[config.mk]
export PLATFORM = sky130hd
export DESIGN_NAME = mem_access
export DESIGN_NICKNAME = d
export VERILOG_FILES = /design/src/rtl/mem_access_pkg.sv /design/src/rtl/mem_access_load_align.sv /design/src/rtl/mem_access.sv
export SDC_FILE = /design/constraint.sdc
export NUM_CORES = 1
export LEC_CHECK = 0
export CORE_ASPECT_RATIO = 1.5
export CORE_MARGIN = 3
export CORE_UTILIZATION = 35
export CTS_BUF_LIST = sky130_fd_sc_hd__clkbuf_8
export CTS_CLUSTER_DIAMETER = 200
export CTS_CLUSTER_SIZE = 30
export DETAILED_ROUTE_END_ITERATION = 8
export PLACE_DENSITY = 0.9
export SYNTH_ARGS = -nofsm -noshare
export SYNTH_HDL_FRONTEND = slang
export SYNTH_SLANG_ARGS = --single-unit
[constraint.sdc]
create_clock -name clk -period 9.95 [get_ports clk]
set_clock_uncertainty 0.05 [all_clocks]
set_input_delay 1.99 -clock clk [delete_from_list [all_inputs] [get_ports clk]]
set_output_delay 1.99 -clock clk [all_outputs]
set_load 0.02 [all_outputs]
[src/rtl/mem_access_pkg.sv]
// Shared widths, FSM state codes and byte-lane masks for the MEM pipeline stage.
// Lane-mask helpers are shared by the store replicator and the load aligner.
package mem_access_pkg;

    localparam int BUS_W      = 32;
    localparam int REG_ADDR_W = 5;
    localparam int LANES      = 4;

    typedef enum logic {
        MEM_IDLE = 1'b0,
        MEM_WAIT = 1'b1
    } mem_state_e;

    localparam logic [LANES-1:0] SEL_B0 = 4'b0001;
    localparam logic [LANES-1:0] SEL_B1 = 4'b0010;
    localparam logic [LANES-1:0] SEL_B2 = 4'b0100;
    localparam logic [LANES-1:0] SEL_B3 = 4'b1000;
    localparam logic [LANES-1:0] SEL_H0 = 4'b0011;
    localparam logic [LANES-1:0] SEL_H1 = 4'b1100;
    localparam logic [LANES-1:0] SEL_W  = 4'b1111;

    typedef enum logic [1:0] {
        SZ_BYTE = 2'd0,
        SZ_HALF = 2'd1,
        SZ_WORD = 2'd2
    } mem_size_e;

    // Access size follows the number of enabled lanes; anything odd is a word.
    function automatic mem_size_e sel_size(input logic [LANES-1:0] sel);
        logic [2:0] n;
        n = '0;
        for (int i = 0; i < LANES; i++) begin
            n = n + {2'b00, sel[i]};
        end
        case (n)
            3'd1:    sel_size = SZ_BYTE;
            3'd2:    sel_size = SZ_HALF;
            default: sel_size = SZ_WORD;
        endcase
    endfunction

    function automatic logic [1:0] lowest_lane(input logic [LANES-1:0] sel);
        lowest_lane = 2'd0;
        for (int i = LANES - 1; i >= 0; i--) begin
            if (sel[i]) begin
                lowest_lane = 2'(i);
            end
        end
    endfunction

endpackage

[src/rtl/mem_access_load_align.sv]
// Right-justifies the selected byte lanes of RAM read data and extends to a full word.
module mem_load_align
    import mem_access_pkg::*;
(
    input  logic [BUS_W-1:0] rdata_i,
    input  logic [LANES-1:0] sel_i,
    input  logic             sign_ext_i,
    output logic [BUS_W-1:0] load_o
);

    logic [1:0]       lane;
    logic [BUS_W-1:0] shifted;
    logic             ext_bit;

    always_comb begin
        lane    = lowest_lane(sel_i);
        shifted = rdata_i >> {lane, 3'b000};
        ext_bit = 1'b0;
        load_o  = rdata_i;
        case (sel_size(sel_i))
            SZ_BYTE: begin
                ext_bit = sign_ext_i & shifted[7];
                load_o  = {{24{ext_bit}}, shifted[7:0]};
            end
            SZ_HALF: begin
                ext_bit = sign_ext_i & shifted[15];
                load_o  = {{16{ext_bit}}, shifted[15:0]};
            end
            default: load_o = rdata_i;
        endcase
    end

endmodule

[src/rtl/mem_access.sv]
// MEM stage: ready-based RAM handshake with stall and timeout abort, load alignment,
// store lane replication, and the registered write-back bundle for WB.
module mem_access
    import mem_access_pkg::*;
#(
    parameter int DATA_W  = 32,
    parameter int TIMEOUT = 255
) (
    input  logic                  clk,
    input  logic                  rst_n,
    input  logic                  mem_read_flag_in,
    input  logic                  mem_write_flag_in,
    input  logic                  mem_sign_ext_flag_in,
    input  logic [LANES-1:0]      mem_sel_in,
    input  logic [DATA_W-1:0]     mem_write_data_in,
    input  logic [DATA_W-1:0]     result_in,
    input  logic                  reg_write_en_in,
    input  logic [REG_ADDR_W-1:0] reg_write_addr_in,
    input  logic [DATA_W-1:0]     current_pc_addr_in,
    output logic                  ram_en,
    output logic [LANES-1:0]      ram_we,
    output logic [DATA_W-1:0]     ram_addr,
    output logic [DATA_W-1:0]     ram_wdata,
    input  logic [DATA_W-1:0]     ram_rdata,
    input  logic                  ram_ready,
    output logic                  stall_req,
    output logic                  mem_load_flag,
    output logic                  bus_err,
    output logic [DATA_W-1:0]     result_out,
    output logic                  reg_write_en_out,
    output logic [REG_ADDR_W-1:0] reg_write_addr_out,
    output logic [DATA_W-1:0]     current_pc_addr_out,
    output mem_state_e            mem_state_o
);

    localparam int CNT_W = (TIMEOUT < 2) ? 1 : $clog2(TIMEOUT + 1);
    localparam logic [CNT_W-1:0] TIMEOUT_C = CNT_W'(TIMEOUT);

    mem_state_e            state_q;
    logic [CNT_W-1:0]      cnt_q;
    logic                  bus_err_q;
    logic [DATA_W-1:0]     result_q;
    logic                  reg_we_q;
    logic [REG_ADDR_W-1:0] reg_addr_q;
    logic [DATA_W-1:0]     pc_q;

    logic                  mem_op;
    logic                  is_store;
    logic                  is_load;
    logic                  timeout_hit;
    logic                  advance;
    logic [DATA_W-1:0]     load_val;
    logic [DATA_W-1:0]     wb_result_d;
    logic                  wb_we_d;

    mem_load_align u_load_align (
        .rdata_i    (ram_rdata),
        .sel_i      (mem_sel_in),
        .sign_ext_i (mem_sign_ext_flag_in),
        .load_o     (load_val)
    );

    // A read that is also flagged as a write is handled as a store.
    assign mem_op   = (mem_read_flag_in | mem_write_flag_in) & (|mem_sel_in);
    assign is_store = mem_op & mem_write_flag_in;
    assign is_load  = mem_op & ~mem_write_flag_in;

    assign timeout_hit = (state_q == MEM_WAIT) && (TIMEOUT != 0) && (cnt_q == TIMEOUT_C);
    assign advance     = ~mem_op | ram_ready;

    assign ram_en        = rst_n & mem_op;
    assign ram_we        = (rst_n & is_store) ? mem_sel_in : '0;
    assign stall_req     = rst_n & mem_op & ~ram_ready & ~timeout_hit;
    assign ram_addr      = {result_in[DATA_W-1:2], 2'b00};
    assign mem_load_flag = mem_read_flag_in;

    always_comb begin
        case (sel_size(mem_sel_in))
            SZ_BYTE: ram_wdata = {4{mem_write_data_in[7:0]}};
            SZ_HALF: ram_wdata = {2{mem_write_data_in[15:0]}};
            default: ram_wdata = mem_write_data_in;
        endcase
    end

    // A load with an empty lane mask never touches the RAM and writes back zero.
    always_comb begin
        wb_result_d = result_in;
        wb_we_d     = reg_write_en_in;
        if (is_load) begin
            wb_result_d = load_val;
        end else if (mem_read_flag_in && !mem_write_flag_in && mem_sel_in == '0) begin
            wb_result_d = '0;
        end
        if (is_store) begin
            wb_we_d = 1'b0;
        end
    end

    always_ff @(posedge clk) begin
        if (!rst_n) begin
            state_q    <= MEM_IDLE;
            cnt_q      <= '0;
            bus_err_q  <= 1'b0;
            result_q   <= '0;
            reg_we_q   <= 1'b0;
            reg_addr_q <= '0;
            pc_q       <= '0;
        end else begin
            bus_err_q <= 1'b0;
            if (advance) begin
                state_q    <= MEM_IDLE;
                cnt_q      <= '0;
                result_q   <= wb_result_d;
                reg_we_q   <= wb_we_d;
                reg_addr_q <= reg_write_addr_in;
                pc_q       <= current_pc_addr_in;
            end else if (timeout_hit) begin
                state_q    <= MEM_IDLE;
                cnt_q      <= '0;
                bus_err_q  <= 1'b1;
                result_q   <= '0;
                reg_we_q   <= 1'b0;
                reg_addr_q <= reg_write_addr_in;
                pc_q       <= current_pc_addr_in;
            end else begin
                // Stalled: WB sees a bubble while the access is outstanding.
                reg_we_q <= 1'b0;
                if (state_q == MEM_IDLE) begin
                    state_q <= MEM_WAIT;
                    cnt_q   <= CNT_W'(1);
                end else begin
                    cnt_q <= cnt_q + CNT_W'(1);
                end
            end
        end
    end

    assign bus_err             = bus_err_q;
    assign result_out          = result_q;
    assign reg_write_en_out    = reg_we_q;
    assign reg_write_addr_out  = reg_addr_q;
    assign current_pc_addr_out = pc_q;
    assign mem_state_o         = state_q;

endmodule

==> reports/summary.md <==
The routed design could run at a clock period as short as 7.98 ns. The later pin in the worst-skew pair is clocked with a latency of 0.34 ns. The power per standard cell area works out to 137 mW/mm^2. After synthesis the netlist holds a flip-flop and latch count of 80. The logs give 0 for the number of hold-slack violations in the final timing report and 0 for the number of setup violations in the final report. Area of the die: 0.0142 sq mm. In this run the worst path has a maximum fanout of 22. Among all flip-flop cells after synthesis, the most frequent one is sky130_fd_sc_hd__dfxtp_1. Dividing the detail-routed wire length by the instance count gives 19.1 um. Summed over all cells, the static leakage comes to 0.00273 uW.

sky130_fd_sc_hd__dfxtp_1 takes more of the synthesized area than any other cell. By count the netlist is led by 131 x sky130_fd_sc_hd__nand2_1, 80 x sky130_fd_sc_hd__dfxtp_1, 41 x sky130_fd_sc_hd__buf_4. The tools report the number of rows created at floorplan as 49.

Adding up every negative setup slack in the final design gives 0 ns. In the final design database the tool counted 918 nets. The first global-routing pass estimated 26.6 mm of wire. The largest single stage delay on the critical path is 0.84 ns. TritonCTS built the clock tree.

Dividing the synthesized area by the synthesized cell count gives 8.09 sq um. The tools report the total count of max-transition violations in the final report as 0. The number of buffer cells added on primary ports was 284; the count of boundary I/O pins was 287. The design draws 993 uW. The die boundary width is 98.2 um, and the relative slew slack is 27.5%. In this run the standard cell core region covers 0.0122 sq mm.

The worst setup path is launched from an input pin. Detailed placement ended at an HPWL of 14.1 mm. The data required time at the worst endpoint was 7.91 ns.

Fraction of final layout cells sized beyond drive strength 1: 4.52%. The number of buffers and inverters on the critical path is 3. The number of fill cells in the layout was 1,088. STA puts the critical path data arrival time at 5.94 ns. The most frequently used cell type in the post-synthesis netlist is sky130_fd_sc_hd__nand2_1.

The floorplan step set the die height to 144 um. The tool flagged a number of max-cap violations equal to 0. For this configuration, the core starts out at a cell density of 36.6%. The count of nets left with antenna violations once routing finished came out at 0. The proportion of synthesized chip area in sequential cells is 35.9%, and the number of vias per cell after detailed routing is 5.30. On the critical path, the stage with the largest delay is an instance of sky130_fd_sc_hd__a21oi_2.

The number of antenna diodes in the final layout is 0. The tools report the cell at the root of the clock tree as sky130_fd_sc_hd__clkbuf_8. CTS saw 80 sinks. The tools report the endpoint type of the worst setup path as a primary output. The post-cts hold buffer count was 0. The cell area that synthesis handed to floorplanning was 0.00446 sq mm.

After detailed placement, the total cell area comes to 0.00703 sq mm. The fraction of synthesis flops using an asynchronous set or reset pin is 0%. The post-cts resize count is 0, and the post-CTS clock slew at the launch and capture registers of the worst setup and hold paths is 0.08 ns. The measured slew at the worst slew-check pin was 1.09 ns; the number of flops mapped to enable cells by yosys was 0. The cell count after synthesis came out at 551. The number of remaining DRC errors came out at 0.

The post-route clock period utilization came out at 80.2%. In this run the worst hold path is classified as reg -> reg. The tools report the maximum ir drop on the vdd rail as 0.0750 mV. After routing the design area is 0.00723 sq mm. The total grt overflow is 0, and the maximum level of the CTS H-tree is 3. Entering global routing, the biggest net connects 46 pins. Walking the worst path, the cells encountered are clkdlybuf4s50_1 > inv_1 > ha_1 > fa_1 > ha_1 > nand2b_1 > a21oi_2 > nand2_1 > nand2_1 > clkdlybuf4s50_1.

The post-CTS setup repair buffer count was 0; the via count of the first global-routing pass was 5,008. The flow ran to the end, and the final reports show no timing, DRC or antenna violations. Based on the critical path, the design can be clocked at up to 125 MHz.

The critical path is of the in -> out type. The area added between synthesis and finish is 62.0%. The clock buffer count from CTS came out at 9.

At the end of routability-driven placement, the weighted congestion stood at 0.968. The count of cell types in the netlist is 44, and the overall routing resource usage is 24.0%. After synthesis, the cell types taking the most area are sky130_fd_sc_hd__dfxtp_1 36%, sky130_fd_sc_hd__nand2_1 11%, sky130_fd_sc_hd__buf_4 6.9%, sky130_fd_sc_hd__a21boi_0 6.4%, sky130_fd_sc_hd__a22oi_1 4.5%.

For this run, the number of Yosys warnings is 0. Cells fill 59.2% of the core in the end. The wire length after detailed routing was 17.7 mm.

After the first detailed-routing iteration, the DRC count stood at 178. Setup repair after global routing left no endpoint under its margin. For this run, the detailed router's first-pass iteration total came to 4. The initial antenna violation count is 0. The detailed router placed 4,909 vias in this run. The deepest clock path buffer count is 2, and the share of Yosys cell area claimed by the top area cell type is 35.9%.

In this design, the largest share of critical-path delay is due to buffers and inverters.
cell families after synthesis:
group                    share of synthesized area, %
flip-flops                                       35.9
AO/OA/AOI/OAI                                    30.2
other                                          0.0841
adder cells (fa/ha/maj)                          1.57
multiplexers                                     2.02
XOR/XNOR                                         1.18
AND/OR/NAND/NOR                                  16.9
buffers and inverters                            12.1
flip-flops by register name, summed over array words and instances (netlist names):
signal               flops
cnt_q                    8
mem_state_o              1
current_pc_addr_out     32
result_out              32
reg_write_en_out         1
bus_err                  1
reg_write_addr_out       5
through the flow:
stage	hold WS (ns)	setup WS, ns	cells
finish	0.409	1.97	927
global placement	0.384	2.17	911
detailed placement	0.396	2.00	911
global route	0.432	1.74	927
floorplan	0.420	3.44	552
CTS	0.407	2.01	927
final timing paths:
kind,start,endpoint,slack (ns),cells past startpoint
worst max-delay path,mem_sel_in[0],ram_wdata[16],1.97,10
worst min-delay path,result_out[15],result_out[15],0.41,2
worst max register to register,cnt_q[0],result_out[11],7.80,7
worst min register to register,result_out[15],result_out[15],0.41,2
power by group:
part	internal, uW	switching, uW	leakage (uW)
combinational	191	205	0.00196
clock	122	118	0.000103
sequential	345	12.8	0.000661
cells in the final DEF, fill, tap and decap left out, types with 7 or more instances in the layout:
cell,count
sky130_fd_sc_hd__a211oi_1,7
sky130_fd_sc_hd__a21boi_0,38
sky130_fd_sc_hd__a221oi_1,10
sky130_fd_sc_hd__a22o_1,18
sky130_fd_sc_hd__a22oi_1,27
sky130_fd_sc_hd__clkbuf_8,10
sky130_fd_sc_hd__clkdlybuf4s50_1,284
sky130_fd_sc_hd__dfxtp_1,80
sky130_fd_sc_hd__inv_1,8
sky130_fd_sc_hd__mux2_2,8
sky130_fd_sc_hd__nand2_1,131
sky130_fd_sc_hd__nor2_1,16
sky130_fd_sc_hd__o21ai_0,37
sky130_fd_sc_hd__o221ai_1,8
sky130_fd_sc_hd__o22a_1,16
final cells by class:
class / instances / area, sq um / area share, %
repair buffers: 289 / 2880 / 39.9
multi-input cells: 382 / 2330 / 32.2
inverters: 7 / 26.3 / 0.364
well taps: 153 / 191 / 2.65
clock inverters: 6 / 60.1 / 0.831
flip-flops and latches: 80 / 1600 / 22.2
clock buffers: 10 / 138 / 1.90
worst min-delay path, cell delays in order, from the launching register on:
cell and delay (ns):
sky130_fd_sc_hd__dfxtp_1 0.32, sky130_fd_sc_hd__nand2_1 0.05, sky130_fd_sc_hd__o21ai_1 0.05
layer usage:
| layer | vias to the layer above | share of wire (%) | GRT usage (%) |
|---|---|---|---|
| met5 | - | 0 | 0 |
| met2 | 278 | 54 | 47.5 |
| met3 | 45 | 7.3 | 5.21 |
| met1 | 2230 | 35 | 23.5 |
| li1 | 2356 | - | - |
| met4 | 0 | 4.1 | 10.9 |
(Power assumes the default switching activity.)
